<file path="src/rtl/uart_tx_fifo_if.sv">
// Byte producer / transmitter handshake bundle for uart_tx_fifo.
// The master side is the surrounding system (producer + transmitter), the slave side is the buffer.
interface uart_tx_fifo_if #(
  parameter int DATA_WIDTH = 8
);
  logic                  wr_Sig;
  logic [DATA_WIDTH-1:0] wr_Data;
  logic                  tx_Busy;
  logic                  tx_Start;
  logic [DATA_WIDTH-1:0] tx_Data;

  modport master (
    output wr_Sig, wr_Data, tx_Busy,
    input  tx_Start, tx_Data
  );

  modport slave (
    input  wr_Sig, wr_Data, tx_Busy,
    output tx_Start, tx_Data
  );
endinterface

</file>
<file path="src/rtl/uart_tx_fifo.sv">
// Transmit buffer: circular FIFO released to the UART transmitter by a debounced button,
// one byte per press or a whole-queue burst, with status and sticky error flags.
module uart_tx_fifo #(
  parameter int DATA_WIDTH    = 8,
  parameter int ADDR_WIDTH    = 3,
  parameter int DEBOUNCE_TIME = 100,
  parameter int AFULL_LEVEL   = 6,
  parameter int AEMPTY_LEVEL  = 2
) (
  input  logic                 sample_Clk,
  input  logic                 reset,
  input  logic                 button_Trig,
  input  logic                 mode_Burst,
  input  logic                 clr_Err,
  uart_tx_fifo_if.slave        bus,
  output logic [ADDR_WIDTH:0]  fifo_Count,
  output logic                 sig_Full,
  output logic                 sig_Empty,
  output logic                 sig_AlmostFull,
  output logic                 sig_AlmostEmpty,
  output logic                 sig_Overflow,
  output logic                 sig_Underflow
);

  localparam int                  DEPTH    = 1 << ADDR_WIDTH;
  localparam logic [ADDR_WIDTH:0] DEPTH_C  = (ADDR_WIDTH+1)'(DEPTH);
  localparam logic [ADDR_WIDTH:0] AFULL_C  = (ADDR_WIDTH+1)'(AFULL_LEVEL);
  localparam logic [ADDR_WIDTH:0] AEMPTY_C = (ADDR_WIDTH+1)'(AEMPTY_LEVEL);
  localparam logic [14:0]         DEB_MAX  = 15'(DEBOUNCE_TIME);
  localparam logic [14:0]         DEB_EVT  = 15'(DEBOUNCE_TIME - 1);

  typedef enum logic [1:0] {IDLE, WAIT_BUSY, WAIT_DONE} state_t;

  state_t                 state, state_nx;
  logic [14:0]            deb_cnt;
  logic                   press_evt;
  logic [DATA_WIDTH-1:0]  mem [DEPTH];
  logic [ADDR_WIDTH-1:0]  wr_ptr, rd_ptr;
  logic [ADDR_WIDTH:0]    count;
  logic                   full, empty;
  logic                   push, pop;
  logic                   ovf_set, udf_set;
  logic                   tx_start_q;
  logic [DATA_WIDTH-1:0]  tx_data_q;
  logic                   ovf_q, udf_q;

  // Saturating low-time counter; the event fires once on the way up, so a long hold yields one press.
  always_ff @(posedge sample_Clk) begin
    if (reset)                deb_cnt <= '0;
    else if (button_Trig)     deb_cnt <= '0;
    else if (deb_cnt != DEB_MAX) deb_cnt <= deb_cnt + 15'd1;
  end

  assign press_evt = (deb_cnt == DEB_EVT);

  assign full    = (count == DEPTH_C);
  assign empty   = (count == '0);
  assign push    = bus.wr_Sig && !full;
  assign ovf_set = bus.wr_Sig && full;

  always_ff @(posedge sample_Clk) begin
    if (push) mem[wr_ptr] <= bus.wr_Data;
  end

  always_ff @(posedge sample_Clk) begin
    if (reset) begin
      wr_ptr <= '0;
      rd_ptr <= '0;
      count  <= '0;
    end else begin
      if (push) wr_ptr <= wr_ptr + 1'b1;
      if (pop)  rd_ptr <= rd_ptr + 1'b1;
      unique case ({push, pop})
        2'b10:   count <= count + 1'b1;
        2'b01:   count <= count - 1'b1;
        default: count <= count;
      endcase
    end
  end

  always_ff @(posedge sample_Clk) begin
    if (reset) state <= IDLE;
    else       state <= state_nx;
  end

  always_comb begin
    state_nx = state;
    pop      = 1'b0;
    udf_set  = 1'b0;
    unique case (state)
      IDLE: begin
        if (press_evt) begin
          if (!empty) begin
            pop      = 1'b1;
            state_nx = WAIT_BUSY;
          end else begin
            udf_set  = 1'b1;
          end
        end
      end
      WAIT_BUSY: begin
        if (bus.tx_Busy) state_nx = WAIT_DONE;
      end
      WAIT_DONE: begin
        // Burst mode is only looked at here, so dropping it mid-burst ends after the current byte.
        if (!bus.tx_Busy) begin
          if (mode_Burst && !empty) begin
            pop      = 1'b1;
            state_nx = WAIT_BUSY;
          end else begin
            state_nx = IDLE;
          end
        end
      end
      default: state_nx = IDLE;
    endcase
  end

  always_ff @(posedge sample_Clk) begin
    if (reset) begin
      tx_start_q <= 1'b0;
      tx_data_q  <= '0;
    end else begin
      tx_start_q <= pop;
      if (pop) tx_data_q <= mem[rd_ptr];
    end
  end

  // Set beats clear when both happen in the same cycle.
  always_ff @(posedge sample_Clk) begin
    if (reset) begin
      ovf_q <= 1'b0;
      udf_q <= 1'b0;
    end else begin
      ovf_q <= ovf_set | (ovf_q & ~clr_Err);
      udf_q <= udf_set | (udf_q & ~clr_Err);
    end
  end

  assign bus.tx_Start    = tx_start_q;
  assign bus.tx_Data     = tx_data_q;
  assign fifo_Count      = count;
  assign sig_Full        = full;
  assign sig_Empty       = empty;
  assign sig_AlmostFull  = (count >= AFULL_C);
  assign sig_AlmostEmpty = (count <= AEMPTY_C);
  assign sig_Overflow    = ovf_q;
  assign sig_Underflow   = udf_q;

endmodule

</file>
<file path="src/flat_wrapper.sv">
// flat-port wrapper written by rule: the top's interface ports become plain ports
module uart_tx_fifo_flat 
#(
  parameter int DATA_WIDTH    = 8,
  parameter int ADDR_WIDTH    = 3,
  parameter int DEBOUNCE_TIME = 100,
  parameter int AFULL_LEVEL   = 6,
  parameter int AEMPTY_LEVEL  = 2
)
  (sample_Clk, reset, button_Trig, mode_Burst, clr_Err, fifo_Count, sig_Full, sig_Empty, sig_AlmostFull, sig_AlmostEmpty, sig_Overflow, sig_Underflow, bus_wr_Sig, bus_wr_Data, bus_tx_Busy, bus_tx_Start, bus_tx_Data);
  uart_tx_fifo_if #(.DATA_WIDTH(DATA_WIDTH)) bus_i ();
  input  logic sample_Clk;
  input  logic reset;
  input  logic button_Trig;
  input  logic mode_Burst;
  input  logic clr_Err;
  output logic [ADDR_WIDTH:0] fifo_Count;
  output logic sig_Full;
  output logic sig_Empty;
  output logic sig_AlmostFull;
  output logic sig_AlmostEmpty;
  output logic sig_Overflow;
  output logic sig_Underflow;
  input wire logic [$bits(bus_i.wr_Sig)-1:0] bus_wr_Sig;
  input wire logic [$bits(bus_i.wr_Data)-1:0] bus_wr_Data;
  input wire logic [$bits(bus_i.tx_Busy)-1:0] bus_tx_Busy;
  output wire logic [$bits(bus_i.tx_Start)-1:0] bus_tx_Start;
  output wire logic [$bits(bus_i.tx_Data)-1:0] bus_tx_Data;
  assign bus_i.wr_Sig = bus_wr_Sig;
  assign bus_i.wr_Data = bus_wr_Data;
  assign bus_i.tx_Busy = bus_tx_Busy;
  assign bus_tx_Start = bus_i.tx_Start;
  assign bus_tx_Data = bus_i.tx_Data;
  uart_tx_fifo #(.DATA_WIDTH(DATA_WIDTH), .ADDR_WIDTH(ADDR_WIDTH), .DEBOUNCE_TIME(DEBOUNCE_TIME), .AFULL_LEVEL(AFULL_LEVEL), .AEMPTY_LEVEL(AEMPTY_LEVEL)) u_core (.sample_Clk(sample_Clk), .reset(reset), .button_Trig(button_Trig), .mode_Burst(mode_Burst), .clr_Err(clr_Err), .bus(bus_i), .fifo_Count(fifo_Count), .sig_Full(sig_Full), .sig_Empty(sig_Empty), .sig_AlmostFull(sig_AlmostFull), .sig_AlmostEmpty(sig_AlmostEmpty), .sig_Overflow(sig_Overflow), .sig_Underflow(sig_Underflow));
endmodule
</file>
<file path="config.mk">
export PLATFORM = sky130hd
export DESIGN_NAME = uart_tx_fifo_flat
export DESIGN_NICKNAME = d
export VERILOG_FILES = /design/src/rtl/uart_tx_fifo_if.sv /design/src/rtl/uart_tx_fifo.sv /design/src/flat_wrapper.sv
export SDC_FILE = /design/constraint.sdc
export NUM_CORES = 1
export LEC_CHECK = 0
export BUFFER_PORTS_ARGS = -buffer_cell sky130_fd_sc_hd__buf_2
export CAP_MARGIN = 15
export CORE_AREA = 3 3 100 83
export CTS_BUF_LIST = sky130_fd_sc_hd__clkbuf_4 sky130_fd_sc_hd__clkbuf_8 sky130_fd_sc_hd__clkbuf_16
export DETAILED_ROUTE_END_ITERATION = 12
export DIE_AREA = 0 0 103 86
export HOLD_SLACK_MARGIN = 0.15
export PLACE_DENSITY = 0.76
export SLEW_MARGIN = 15
export SYNTH_ARGS = -nofsm -noshare
export SYNTH_HDL_FRONTEND = slang
export SYNTH_SLANG_ARGS = --single-unit
</file>
<file path="constraint.sdc">
create_clock -name sample_Clk -period 4.3 [get_ports sample_Clk]
set_clock_uncertainty 0.1 [all_clocks]
set_input_delay 0.43 -clock sample_Clk [delete_from_list [all_inputs] [get_ports sample_Clk]]
set_output_delay 0.43 -clock sample_Clk [all_outputs]
set_load 0.005 [all_outputs]
</file>
-- Yosys cells after proc, flatten, opt, wreduce, memory -nomap -nowiden
Memory sizes are Yosys's and may differ from the RTL's. A register that Yosys moved wholly into a read port is not among the register bits.
Index checks and enable logic that the tools add are counted.
- register bits: 30
- RAM bits: 64
- output and inout port bits: 19
- memories: 1
- memories (name ; words ; width ; read ports ; clocked after memory_dff ; write ports ; line ; text):
    u_core.mem ; 8 ; 8 ; 1 ; 1 ; 1 ; uart_tx_fifo.sv:37 ; logic [DATA_WIDTH-1:0] mem [DEPTH];
- add/subtract/negate cells: 5
- magnitude comparators: 2
- equality and inequality tests: 11
- muxes and demuxes: 17
- bitwise logic cells: 5
- reduce and logical (&&, ||, !) cells: 10
- operators with widths (operator ; number):
    15-bit by 1-bit adder with 15-bit output (second input constant) ; 1
    15-bit by 7-bit == test with 1-bit output (second input constant) ; 1
    15-bit by 7-bit inequality test with 1-bit output (second input constant) ; 1
    1-bit two-way mux ; 10
    2-bit two-way mux ; 4
    4-bit one-hot mux with 2 select lines ; 1
    3-bit by 1-bit adder with 3-bit output (second input constant) ; 2
    2-bit inequality test (second input constant) ; 3
    2-bit one-hot mux with 3 select lines ; 1
    4-bit by 1-bit adder with 4-bit output (second input constant) ; 1
    2-bit by 1-bit == test with 1-bit output (second input constant) ; 2
    2-bit == test (second input constant) ; 2
    4-bit == test (second input constant) ; 1
    4-bit by 3-bit greater-or-equal comparator with 1-bit output (second input constant) ; 1
    4-bit by 2-bit less-or-equal comparator with 1-bit output (second input constant) ; 1
    4-bit zero test ; 1
    4-bit AND reduction ; 1
    4-bit by 1-bit subtractor with 4-bit output (second input constant) ; 1
    1-bit logical AND ; 3
    1-bit AND ; 2
    1-bit zero test ; 2
    2-bit zero test ; 1
    2-bit by 1-bit inequality test with 1-bit output (second input constant) ; 1
    1-bit OR ; 2
    4 further kinds ; 4

-- Depth between registers and ports, before layout
Gate-level depths: netlist of run 1.
- depth in word-level cells: 8
- mapped depth: 13
- mapped depth without buffers: 12

-- Least setup slack after synthesis of run 1
OpenSTA, ideal clock, no wires.
- path type: reg2reg
- start point: reg u_core.count[3], in the netlist u_core.fifo_Count[3]
- end point: reg u_core.count[3], in the netlist u_core.fifo_Count[3]
- library setup time: 121 ps
- arrival time: 2916 ps
- required time: 4079 ps
- setup slack: 1164 ps
- stages on the path, launching flop included: 13
- buffers on the path: 1
- cells stage by stage: dfxtp_1 or4_1 inv_1 nor2_1 a22oi_2 buf_6 inv_1 ha_1 ha_1 a21o_1 a21oi_1 mux2i_1 mux2_2
- longest elaborated chain between the ends: 8
- elaborated cells between the ends (all ways): 17
- ends and longest elaborated chain (item ; line ; text):
    start: declaration ; uart_tx_fifo.sv:39 ; logic [ADDR_WIDTH:0] count;
    start signal: assignment ; uart_tx_fifo.sv:74 ; 2'b10: count <= count + 1'b1;
    start signal: assignment ; uart_tx_fifo.sv:75 ; 2'b01: count <= count - 1'b1;
    start signal: assignment ; uart_tx_fifo.sv:76 ; default: count <= count;
    4-bit zero test * ; uart_tx_fifo.sv:57 ; assign empty = (count == '0);
    via sig_Empty ; flat_wrapper.sv:19 ; output logic sig_Empty;
    1-bit zero test ; - ;
    1-bit logical AND ; uart_tx_fifo.sv:107 ; if (mode_Burst && !empty) begin
    1-bit two-way mux ; uart_tx_fifo.sv:107 ;
    1-bit two-way mux ; uart_tx_fifo.sv:106 ; if (!bus.tx_Busy) begin
    1-bit one-hot mux with 2 select lines * ; uart_tx_fifo.sv:90 ; unique case (state)
    via u_core.pop ; uart_tx_fifo.sv:41 ; logic push, pop;
    2-bit by 1-bit == test with 1-bit output or 2-bit == test (tied branches) ; uart_tx_fifo.sv:73 ; unique case ({push, pop})
    4-bit one-hot mux with 2 select lines or 2-bit nonzero test (tied branches) ; - ;
Mark *: on every way through the listed nets, which the timed path passes. The rest lies on a longest branch.
A chain may end at the register's enable or synchronous reset.

-- Worst setup path after layout of run 1
- start point: reg u_core.count[3], in the netlist u_core.fifo_Count[3]
- end point: reg u_core.count[3], in the netlist u_core.fifo_Count[3]
- longest elaborated chain between the ends: 8
- elaborated cells between the ends (all ways): 17
- ends and longest elaborated chain (item ; line):
    4-bit zero test * ; uart_tx_fifo.sv:57
    1-bit zero test ; -
    1-bit logical AND ; uart_tx_fifo.sv:107
    1-bit two-way mux ; uart_tx_fifo.sv:107
    1-bit two-way mux ; uart_tx_fifo.sv:106
    1-bit one-hot mux with 2 select lines * ; uart_tx_fifo.sv:90
    via u_core.pop ; uart_tx_fifo.sv:41
    2-bit by 1-bit == test with 1-bit output or 2-bit == test (tied branches) ; uart_tx_fifo.sv:73
    4-bit one-hot mux with 2 select lines or 2-bit nonzero test (tied branches) ; -
Marked as above.

==> summary by stage, run 1 <==
Floorplan
The effective utilization at floorplan is between 50% and 60%. The row count is 28. The die extent in x is approximately 100 um. The area of the core is approximately 0.0074 mm2. The floorplan step defined a die boundary enclosing between 0.008 and 0.009 mm2. The number of I/O pins is 34.

From bottom edge to top edge, the die measures 86 um.

Synthesis
In this run, distinct cell masters in the synthesized netlist total 42. The synthesized netlist occupies a cell area of between 0.004 and 0.005 mm2. In the synthesized netlist, mux cells make up between 10% and 20% of the area. The number of flops mapped to enable cells by yosys is 64.

Summing the areas of all xor and xnor instances in the mapped netlist gives ~3.0% of the synthesized area. Ranked by instance count, the synthesized netlist is headed by edfxtp_1, nor2_1, dfxtp_1. The share of the synthesized area in compound gates (AO/OA/AOI/OAI) is approximately 2.6%.

The synthesized design devotes to its leading area cell type about 44% of total area. The share of flip-flops with an asynchronous set or reset is 0%. Of the synthesized area, sequential elements account for 61.97%. The number of warnings issued by yosys is 0.

Summing the areas of all fa, ha and maj instances in the mapped netlist gives ~2.5% of the synthesized area. The most used flip-flop cell after synthesis is edfxtp_1. The most common cell in the netlist is edfxtp_1.

The flip-flop and latch count after synthesis is between 100 and 150. In the synthesized netlist, the number of instances is roughly 310. The simple-gate share of the synthesized area is between 10% and 20%. The largest area contributor in the synthesized netlist is edfxtp_1. The combinational family with the most area after synthesis is multiplexers. After synthesis, the cell types taking the most area are edfxtp_1, dfxtp_1, mux4_2, nor2_1, mux2i_1.

The synthesized net count is 334. The mean post-synth cell area is approximately 14 um2.

Clock network
The number of clock sinks seen by CTS is a little over 100. After clock tree synthesis, the clock-pin slew on the worst setup and hold paths is roughly 0.1 ns. TritonCTS built the clock tree. In this run the number of H-tree levels came out at 3. The TritonCTS buffer count is 9. Post-CTS timing repair inserted 0 buffers for setup. The hold-fix buffer count after cts is 0. The later pin in the worst-skew pair is clocked with a latency of 0.38 ns. The number of gates resized after CTS is 0. The root buffer cell chosen for the clock tree is clkbuf_8. The buffer levels on the longest clock path is 2.

Worst setup path
The worst setup path is launched from a register. The endpoint kind of the worst setup timing path is a register. The source of the worst register-to-register timing path is u_core.fifo_Count[3]$_SDFFE_PP0P_. The most critical setup path has its startpoint at u_core.fifo_Count[3]$_SDFFE_PP0P_.

STA puts the critical path data arrival time at around 3.8 ns. The kind of critical path is reg -> reg. For the worst setup path, the data required time is around 4.5 ns.

The largest driver fanout on the critical path is 12.

GRT
The initial antenna violation count is 0. The first global-routing pass estimated between 10 and 15 mm of wire. Summed over all layers, the global routing overflow is 0.

The via count of the first global-routing pass was 2457. Entering global routing, the biggest net connects 37 pins. In the global route stage, overall resource usage came out at roughly a fifth.

STA
The number of failing hold endpoints at the final stage is 0. The relative slew slack is between 40% and 50%. The worst path uses a little over four fifths of the clock period. The worst-margin pin slew is between 0.8 and 0.9 ns. For this run, the top clock speed supported by timing is between 0.2 and 0.3 GHz. The number of pins exceeding their max-slew limit in the final report was 0. The clock period could shrink to about 3.6 ns.

Setup repair after global routing left no endpoint under its margin. The number of endpoints failing setup at the final stage is 0. The post-layout worst setup margin is between 0.6 and 0.7 ns. The accumulated negative setup slack is 0 ns.

Finish
The area taken by multi-input logic gates is 0.001558 mm2. 0 antenna diodes ended up in the layout. The net count of the finished layout is approximately 370. The fraction of layout cells with a size suffix above 1 is between 20% and 30%. After filler insertion, the fill cell instance count of the layout stands at 562. In the final layout, flip-flops and latches occupy 0.002683 mm2. Compared with the post-synthesis result, the final layout area differs by 10.40%. With fillers left out, the area of the finished cells amounts to roughly 0.0048 mm2.

Min path
The class of the most critical hold timing path is in -> reg. The startpoint of the worst hold path is bus_wr_Data[0].

Placed design
The wire-length estimate of the detail-placed layout is 5.379 mm. The routability congestion estimate from global placement is 0.8111. The number of buffers added on ports is 33. Summing all placed instances gives a cell area of around 0.0046 mm2. Before CTS, the worst setup slack after placement is just under 0.7 ns.

Detailed routing
The number of DRC markers after the initial detailed-route iteration is 134. The overall via count from detail_route is 2467. The number of search-and-repair iterations in the first detailed-routing pass is 4. In the routed design, unresolved DRC markers number 0. Using the TritonRoute via totals, the vias-per-cell ratio works out to 5.569.

Summed over all layers, the routed wires come to approximately 7.9 mm. The count of nets left with antenna violations once routing finished came out at 0. Dividing the detail-routed wire length by the instance count gives ~18 um.

Run
The number of max-capacitance violations reported is 0.

Power and ir drop
The worst voltage drop across the vdd grid is between 0.3 and 0.4 mV. The power density of the placed cells is roughly 360 mW/mm2. In this run the static leakage power is about 1.7 nW.

Status
The flow ran to the end, and the final reports show no timing, DRC or antenna violations.
==> worst max-delay path, cell delays in order (launching register included) <==
cell and delay, ns:
dfxtp_1 0.37, or4_1 0.60, inv_1 0.12, nor2_1 0.07
a22oi_2 0.69, inv_1 0.10, ha_1 0.28, ha_1 0.28
a21o_1 0.17, a21oi_1 0.16, mux2i_1 0.21, mux2_2 0.34
==> cell usage in the layout, fill, tap and decap left out, types with 2 or more instances in the layout <==
cell,count
mux2i_1,11
nor2_1,43
a21oi_1,9
a211oi_1,3
ha_1,7
mux4_2,16
or2_2,2
o21ai_0,2
dfxtp_1,38
clkinv_4,2
nor4_4,2
buf_4,6
a21o_1,2
nand4_1,4
xnor2_1,5
xor2_1,10
inv_1,8
buf_2,33
clkbuf_8,9
mux2_2,3
nand2b_1,4
nor2b_1,13
or4_1,2
and4_1,2
nand2_1,12
nand3_1,7
mux2_4,7
or3_1,3
nor3_1,7
clkinvlp_4,2
edfxtp_1,64
inv_8,2
==> cells by family (layout without fill, tap and decap cells) <==
group / after synthesis / in the layout
AOI/OAI and AO/OA: 18 / 18
buffers and inverters: 21 / 63
adders and majority gates: 8 / 8
and+or+nand+nor: 109 / 109
muxes: 38 / 38
DFF: 102 / 102
xor gates and xnor gates: 15 / 15
==> sequential cells by signal (all words and copies together), names as in the netlist <==
name / cells
u_core.deb_cnt: 15
u_core.mem: 64
u_core.rd_ptr: 3
u_core.state: 2
u_core.bus.tx_Data: 8
u_core.sig_Overflow: 1
u_core.fifo_Count: 4
u_core.sig_Underflow: 1
u_core.bus.tx_Start: 1
u_core.wr_ptr: 3
==> area by class of cell <==
type,count,area share [%]
Clock buffer,10,2.749
Clock inverter,6,1.152
Inverter,8,0.6283
Multi-Input combinational cell,188,32.59
Sequential cell,102,56.13
Tap cell,90,2.356
Timing Repair Buffer,39,4.398
==> power by group <==
part / total [mW] / internal, mW / switching (mW)
clock network: 0.564 / 0.227 / 0.337
registers: 1.07 / 1.06 / 0.0108
logic: 0.0799 / 0.0307 / 0.0492
total: 1.71 / 1.31 / 0.397
==> layer usage <==
| layer | share of wire [%] | routed length [um] | track usage [%] |
|---|---|---|---|
| met1 | 46 | 3580 | 25.97 |
| met2 | 48 | 3756 | 30.29 |
| met4 | 1.1 | 89 | 4.706 |
| met3 | 5.6 | 439 | 6.992 |
| met5 | 0 | 0 | 0 |
==> stage by stage <==
step | util (%) | instances | hold slack, ns | power (mW)
floorplan | - | 311 | 0.3633 | 1.134
global placement | 62.43 | 427 | 0.3745 | 1.167
detailed placement | 62.43 | 427 | 0.3917 | 1.171
CTS | 64.97 | 443 | 0.2038 | 1.727
global route | 64.97 | 443 | 0.2033 | 1.779
finish | 64.97 | 443 | 0.2165 | 1.712
==> path summary, 6_finish.rpt <==
kind / end / slack (ns) / cells past startpoint
setup / recovery: u_core.fifo_Count[3]$_SDFFE_PP0P_ / 0.70 / 11
hold / removal: u_core.mem[1][0]$_DFFE_PP_ / 0.22 / 1
setup reg to reg: u_core.fifo_Count[3]$_SDFFE_PP0P_ / 0.70 / 11
hold reg to reg: u_core.deb_cnt[14]$_SDFFE_PP0P_ / 0.41 / 2
(Power assumes the default switching activity.)
==> run 2, diff against run 1 <==
==> constraint.sdc (replaced) <==
create_clock -name sample_Clk -period 3.5 [get_ports sample_Clk]
set_clock_uncertainty 0.1 [all_clocks]
set_input_delay 0.35 -clock sample_Clk [delete_from_list [all_inputs] [get_ports sample_Clk]]
set_output_delay 0.35 -clock sample_Clk [all_outputs]
set_load 0.005 [all_outputs]
==> run 2 against run 1 <==
  * Global-route usage down 1.2 points
  * Cell count increased by 1.1%
  * Total power rose by 20%
  * Critical path depth did not move
  * Sequential power up 22%
  * Largest power group unchanged
==> summary by stage, run 2 (synthesized netlist as in run 1, its figures left out) <==
Finish
Ranked by flip-flop count, first place goes to u_core.mem. The antenna diode count was 0 (unchanged). The fraction of the core area covered by cells at the end of the flow is 65.53% (+0.56 points).

The fraction of layout cells with a size suffix above 1 is 24.30% (-0.63 points). Leaving out fill and tap cells, the most frequent cell in the layout is edfxtp_1. Compared with the post-synthesis result, the final layout area differs by 11.36%. The finished layout cell area was 0.004821 mm2 (+0.86%). The flip-flop count of the largest register, all copies and words added is 64 (unchanged). The net count of the finished layout is 377 (+1.6%). Leaving out fill and tap cells, the most frequent cells in the layout are edfxtp_1, nor2_1, dfxtp_1.

Worst setup path
The largest driver fanout on the critical path was 5 (-7). The required time reported for the critical path endpoint is 3.66 ns (-0.81 ns). The cell repeated most along the worst path is ha_1. The worst reg2reg path depth is 11 (unchanged). The highest cell delay on the worst timing path is 0.50 ns (-0.19 ns). The number of buffers and inverters on the critical path is 1 (-1).

The setup path with the least slack is of type reg -> reg. Walking the worst path, the cells encountered are ha_1 > or4b_1 > nor4_4 > a22oi_2 > inv_1 > ha_1 > ha_1 > a21o_1 > a21oi_1 > mux2i_1 > mux2_2. The arrival time reported for the critical path endpoint came to 3.30 ns (-0.47 ns). The cell count along the critical path is 11 (unchanged). The endpoint kind of the worst setup timing path is a register. In this design, the largest share of critical-path delay is due to simple AND/OR/NAND/NOR gates.

The startpoint identified for the worst register-to-register timing path is u_core.deb_cnt[1]$_SDFFE_PP0P_. The worst register-to-register path ends at u_core.fifo_Count[3]$_SDFFE_PP0P_. On the critical path, the stage with the largest delay is an instance of or4b_1. The register-to-register path setup slack is 0.36 ns (-0.34 ns). The worst setup path is launched from a register.

Detailed routing
The number of design rule violations left after detail routing was 0 (unchanged). The post-detailed-route count of antenna-violating nets is 0 (unchanged). The number of search-and-repair iterations in the first detailed-routing pass is 4 (unchanged). The post-detailed-route via-to-cell ratio is 5.587 (+0.33%).

The detailed-route wire length per cell is 16.60 um (-6.5%). The detailed-route wire length was 7.439 mm (-5.4%). The overall via count from detail_route is 2503 (+1.5%). The number of DRC markers after the initial detailed-route iteration is 86 (-36%).

Floorplan
The die height is 86 um (unchanged). The die extent in x is 103 um (unchanged). The area of the core is 0.007357 mm2 (unchanged). The effective utilization at floorplan is 58.84% (unchanged). The number of I/O pins is 34 (unchanged). The die area came to 0.008858 mm2 (unchanged). The row count was 28 (unchanged).

STA
The number of pins exceeding their max-slew limit in the final report is 0 (unchanged). The relative slew slack is 36.19% (-5.0 points). The share of the cycle needed by the critical path after routing is 89.76% (+6.0 points).

The fmax came to 0.3183 GHz (+15%). The accumulated negative setup slack is 0 ns (unchanged). Setup repair after global routing left no endpoint under its margin. The shortest period the worst path allows is 3.142 ns (-0.4607 ns).

The number of endpoints failing setup at the final stage is 0 (unchanged). The worst-margin pin slew was 0.9536 ns (+0.07514 ns). The number of failing hold endpoints at the final stage is 0 (unchanged).

GRT
The initial antenna violation count came to 0 (unchanged). The overall fraction of global-route tracks in use is 18.15% (-1.2 points). The pin count of the biggest net entering global routing is 37 (unchanged). The global-route wire length before repair was 12.04 mm (-3.5%). The via count of the first global-routing pass is 2346 (-4.5%).

The total congestion overflow after global routing was 0 (unchanged).

Min path
The path with the worst hold slack has its endpoint at u_core.mem[4][5]$_DFFE_PP_. The count of cells along the worst hold path is 1 (unchanged). The class of the most critical hold timing path is in -> reg.

The worst hold path begins at bus_wr_Data[5].

Power and ir drop
The power density of the placed cells is 427.7 mW/mm2 (+19%). The leakage power total is 1.737 nW (+1.1%). The worst voltage drop across the vdd grid is 0.2873 mV (-8.7%).

Run
The number of max-capacitance violations reported is 0 (unchanged).

Placed design
The half-perimeter wire length after placement was 5.002 mm (-7.0%). The number of buffers added on ports is 33 (unchanged). The routability congestion estimate from global placement was 0.7683 (-5.3%).

The placed instance area is 0.004601 mm2 (+0.16%).

Clock network
The root buffer cell chosen for the clock tree is clkbuf_8. The number of clock sinks seen by CTS was 102 (unchanged). The TritonCTS buffer count is 9 (unchanged). The H-tree depth is 3 (unchanged).

The buffer levels on the longest clock path is 2 (unchanged). The insertion delay of the later-clocked pin in the worst-skew pair was 0.36 ns (-0.02 ns). TritonCTS built the clock tree. The clock-pin slew reported for the worst setup and hold paths after clock tree synthesis came to 0.10 ns (about the same).

Status
The flow ran to the end, and the final reports show no timing, DRC or antenna violations.
-- run 2: layout make-up --
| class | count | area (um2) |
|---|---|---|
| clock buffers | 9 | 123.9 |
| repair buffers | 45 | 267.8 |
| flip-flops and latches | 102 | 2683 |
| inverters | 8 | 30.03 |
| multi-input cells | 188 | 1558 |
| fillers | 543 | 2536 |
| clock inverters | 6 | 46.29 |
| well taps | 90 | 112.6 |
-- run 2: how the worst max path moves through the flow --
stage | start | to
2_1_floorplan | u_core.fifo_Count[3]$_SDFFE_PP0P_ | u_core.fifo_Count[3]$_SDFFE_PP0P_
3_3_place_gp | u_core.deb_cnt[1]$_SDFFE_PP0P_ | u_core.fifo_Count[3]$_SDFFE_PP0P_
4_1_cts | u_core.deb_cnt[1]$_SDFFE_PP0P_ | u_core.fifo_Count[3]$_SDFFE_PP0P_
3_5_place_dp | u_core.deb_cnt[1]$_SDFFE_PP0P_ | u_core.fifo_Count[3]$_SDFFE_PP0P_
6_report | u_core.deb_cnt[1]$_SDFFE_PP0P_ | u_core.fifo_Count[3]$_SDFFE_PP0P_
5_1_grt | u_core.deb_cnt[1]$_SDFFE_PP0P_ | u_core.fifo_Count[3]$_SDFFE_PP0P_
-- run 2: worst register-to-register path: cells and delay by family (launching register included) --
family | cells | cell delay (ns)
compound gates | 3 | 0.44
fa+ha+maj | 3 | 0.73
buf+inv | 1 | 0.08
flops | 1 | 0.40
mux | 2 | 0.55
simple gates | 2 | 0.76
-- run 2: metal layers --
metal | GRT usage, % | share of wire, % | vias to the layer above
met3 | 4.715 | 4.3 | 4
met4 | 4.588 | 0.59 | 0
met2 | 27.08 | 48 | 44
met5 | 0 | 0 | -
met1 | 26.79 | 48 | 1227
li1 | - | - | 1228
-- run 2: repair_timing --
item / CTS / global route
setup buffers: 0 / 0
gates resized for setup: 0 / 0
hold buffers: 5 / 0
endpoints found under the setup margin: 0 / 0
hold endpoints to repair: 28 / 0
-- run 2: per-stage QoR --
step           power (mW)  hold WS (ns)  setup slack [ns]  instances
3_5_place_dp        1.439        0.4021            0.3507        428
4_1_cts             2.086        0.1605            0.3500        448
5_1_grt             2.147        0.1648            0.1383        448
3_3_place_gp        1.434        0.3815            0.4313        428
2_1_floorplan       1.393        0.3489            0.3638        311
6_report            2.062        0.1717            0.3583        448
-- run 2: where the power goes --
group / total, mW / internal (mW) / switching [mW]
Sequential: 1.31 / 1.30 / 0.0129
Combinational: 0.103 / 0.0414 / 0.0619
Clock: 0.647 / 0.261 / 0.386
Total: 2.06 / 1.60 / 0.461
==> run 3, diff against run 2 <==
--- a/config.mk
+++ b/config.mk
@@ -7,12 +7,12 @@
 export LEC_CHECK = 0
 export BUFFER_PORTS_ARGS = -buffer_cell sky130_fd_sc_hd__buf_2
 export CAP_MARGIN = 15
-export CORE_AREA = 3 3 100 83
+export CORE_AREA = 3 3 99 82
 export CTS_BUF_LIST = sky130_fd_sc_hd__clkbuf_4 sky130_fd_sc_hd__clkbuf_8 sky130_fd_sc_hd__clkbuf_16
 export DETAILED_ROUTE_END_ITERATION = 12
-export DIE_AREA = 0 0 103 86
+export DIE_AREA = 0 0 102 85
 export HOLD_SLACK_MARGIN = 0.15
-export PLACE_DENSITY = 0.76
+export PLACE_DENSITY = 0.78
 export SLEW_MARGIN = 15
 export SYNTH_ARGS = -nofsm -noshare
 export SYNTH_HDL_FRONTEND = slang
==> constraint.sdc (replaced) <==
create_clock -name sample_Clk -period 3.97 [get_ports sample_Clk]
set_clock_uncertainty 0.1 [all_clocks]
set_input_delay 0.397 -clock sample_Clk [delete_from_list [all_inputs] [get_ports sample_Clk]]
set_output_delay 0.397 -clock sample_Clk [all_outputs]
set_load 0.005 [all_outputs]
==> run 3 against run 2 <==
  * Combinational power fell by 17%
  * Register-to-register slack improved by 0.48 ns
  * Flip-flop and latch count did not move
  * Fmax rose by 0.16%
  * Largest power group unchanged
  * Non-clock buffer count fell by 5
  * Clock power rose by 4.6%
  * Highest routed layer unchanged
  * Cell count fell by 0.89%
  * Setup slack improved by 0.48 ns
  * Utilization rose by 0.66 points
  * Clock-buffer cell count did not move
  * Wire length rose by 2.4%
  * Sequential power fell by 11%
==> summary by stage, run 3 (synthesized netlist as in run 1, its figures left out) <==
STA
The post-layout worst setup margin was 0.8334 ns (+0.4752 ns). The number of failing hold endpoints at the final stage is 0 (unchanged). The number of pins exceeding their max-slew limit in the final report is 0 (unchanged). The number of endpoints failing setup at the final stage came to 0 (unchanged). The accumulated negative setup slack is 0 ns (unchanged). The fmax is 0.3188 GHz (+0.16%). Setup repair after global routing left no endpoint under its margin. The relative slew slack is 39.38% (+3.2 points). The worst-margin pin slew is 0.9081 ns (-0.04551 ns). The share of the cycle needed by the critical path after routing is 79.01% (-11 points). The shortest period the worst path allows came to 3.137 ns (-0.005152 ns).

Worst setup path
Tracing the worst setup path back leads to its startpoint at u_core.deb_cnt[1]$_SDFFE_PP0P_. The highest cell delay on the worst timing path is 0.50 ns (about the same). The source of the worst register-to-register timing path is u_core.deb_cnt[1]$_SDFFE_PP0P_. The worst setup path is captured at a register.

Walking the worst path, the cells encountered are ha_1 > or4b_1 > nor4_4 > a22oi_2 > inv_1 > ha_1 > ha_1 > a21o_1 > a21oi_1 > mux2i_1 > mux2_2. The critical path in this run is classified as reg -> reg. Counting stages on the worst path, the most repeated cell is ha_1. The largest driver fanout on the critical path is 5 (unchanged).

The required time reported for the critical path endpoint is 4.14 ns (+0.48 ns). The worst setup path is launched from a register. The arrival time reported for the critical path endpoint was 3.31 ns (about the same).

The cell with the biggest individual delay on the critical path is or4b_1.

Floorplan
The effective utilization at floorplan came to 59.41% (+0.57 points). The die area came to 0.008670 mm2 (-2.1%). The number of I/O pins is 34 (unchanged).

The die height came to 85 um (-1.2%). The die extent in x is 102 um (-0.97%). The row count came to 28 (unchanged).

The area of the core is 0.007287 mm2 (-0.95%).

Clock network
CTS placed an instance of clkbuf_8 at the clock tree root. The insertion delay of the later-clocked pin in the worst-skew pair is 0.37 ns (about the same). The hold-fix buffer count after cts is 0 (-5).

The CTS tree is done. The number of gates resized after CTS came to 0 (unchanged). The H-tree depth was 3 (unchanged).

The buffer levels on the longest clock path is 2 (unchanged). The number of setup buffers added after CTS is 0 (unchanged). The TritonCTS buffer count is 9 (unchanged). The clock-pin slew reported for the worst setup and hold paths after clock tree synthesis is 0.12 ns (+0.02 ns). The number of clock sinks seen by CTS is 102 (unchanged).

Detailed routing
The detailed-route wire length is 7.615 mm (+2.4%). The detailed-route wire length per cell is 17.15 um (+3.3%). The overall via count from detail_route is 2535 (+1.3%). The met3 wire length came to 339 um (+6.9%). The post-detailed-route via-to-cell ratio was 5.709 (+2.2%). The post-detailed-route count of antenna-violating nets is 0 (unchanged). The highest layer used for signal routing is met4. The number of design rule violations left after detail routing came to 0 (unchanged).

The number of DRC markers after the initial detailed-route iteration was 92 (+7.0%). The total length of routed met2 wires is 3.774 mm (+6.7%). The number of search-and-repair iterations in the first detailed-routing pass was 4 (unchanged).

The total routed wire length on the met1 layer is 3.389 mm (-4.2%).

Finish
The area growth from synthesis to final layout was 11.42% (about the same). The finished layout cell area came to 0.004823 mm2 (about the same). The library cells used most frequently in the layout, excluding fill and tap cells, are edfxtp_1, nor2_1, dfxtp_1. The number of cells in the finished layout apart from fillers is 444 (-0.89%).

The antenna diode count is 0 (unchanged). The flip-flop count of the largest register, all copies and words added is 64 (unchanged). The most frequent standard cell in the layout excluding fill and tap cells is edfxtp_1. The net count of the finished layout came to 372 (-1.3%). The fraction of layout cells with a size suffix above 1 was 25.14% (+0.84 points). The register with the most flip-flops in the final layout is u_core.mem.

Power and ir drop
The power density of the placed cells is 398.1 mW/mm2 (-6.9%). The worst voltage drop across the vdd grid is 0.1995 mV (-31%). The leakage power total is 1.743 nW (+0.33%).

GRT
The via count of the first global-routing pass is 2592 (+10%). The total congestion overflow after global routing is 0 (unchanged). The initial antenna violation count is 0 (unchanged).

The global-route wire length before repair is 12.72 mm (+5.7%). The overall fraction of global-route tracks in use is 19.41% (+1.3 points). The pin count of the biggest net entering global routing came to 37 (unchanged).

Run
The number of max-capacitance violations reported is 0 (unchanged).

Placed design
The half-perimeter wire length after placement was 5.167 mm (+3.3%). The post-placement worst setup slack came to 0.8231 ns (+0.4725 ns). The placed instance area is 0.004601 mm2 (unchanged). The placed instance count is 428 (unchanged). The routability congestion estimate from global placement is 0.7922 (+3.1%). The number of buffers added on ports is 33 (unchanged).

Min path
The class of the most critical hold timing path is in -> reg. The worst hold path begins at bus_wr_Data[0].

Status
The run finished with clean final reports.
==> run 3: final cells by class <==
class	count	area, um2
Clock buffer	9	123.9
Clock inverter	7	98.84
Fill cell	527	2464
Inverter	8	30.03
Multi-Input combinational cell	188	1558
Sequential cell	102	2683
Tap cell	90	112.6
Timing Repair Buffer	40	217.7
==> run 3: final timing paths <==
path	to	slack, ns	cells past startpoint
worst max-delay path	u_core.fifo_Count[3]$_SDFFE_PP0P_	0.83	11
worst max register to register	u_core.fifo_Count[3]$_SDFFE_PP0P_	0.83	11
worst min-delay path	u_core.mem[1][0]$_DFFE_PP_	0.19	1
worst min register to register	u_core.deb_cnt[14]$_SDFFE_PP0P_	0.40	2
==> run 3: critical path, delay by kind of cell, from the launching register on <==
kind	cells	cell delay, ns
AO/OA/AOI/OAI	3	0.43
adder cells (fa/ha/maj)	3	0.70
buffers and inverters	1	0.08
flip-flops	1	0.40
multiplexers	2	0.57
AND/OR/NAND/NOR	2	0.77
==> run 3: power breakdown <==
group	switching [mW]	internal [mW]	total [mW]	leakage [nW]
Combinational	0.0525	0.0330	0.0856	0.744
Clock	0.412	0.265	0.677	0.111
Sequential	0.0120	1.15	1.16	0.888
==> run 3: per-stage QoR <==
step / hold slack [ns] / power [mW] / utilization [%]
floorplan: 0.3633 / 1.228 / -
global placement: 0.3817 / 1.262 / 63.14
detailed placement: 0.3885 / 1.268 / 63.14
CTS: 0.1749 / 1.936 / 66.19
global route: 0.1832 / 1.991 / 66.19
finish: 0.1892 / 1.920 / 66.19
==> run 3: per-layer routing <==
layer	vias to the layer above	GRT usage, %
met4	0	4.887
met1	1260	26.64
met3	11	4.766
li1	1213	-
met2	51	31.45
met5	-	0
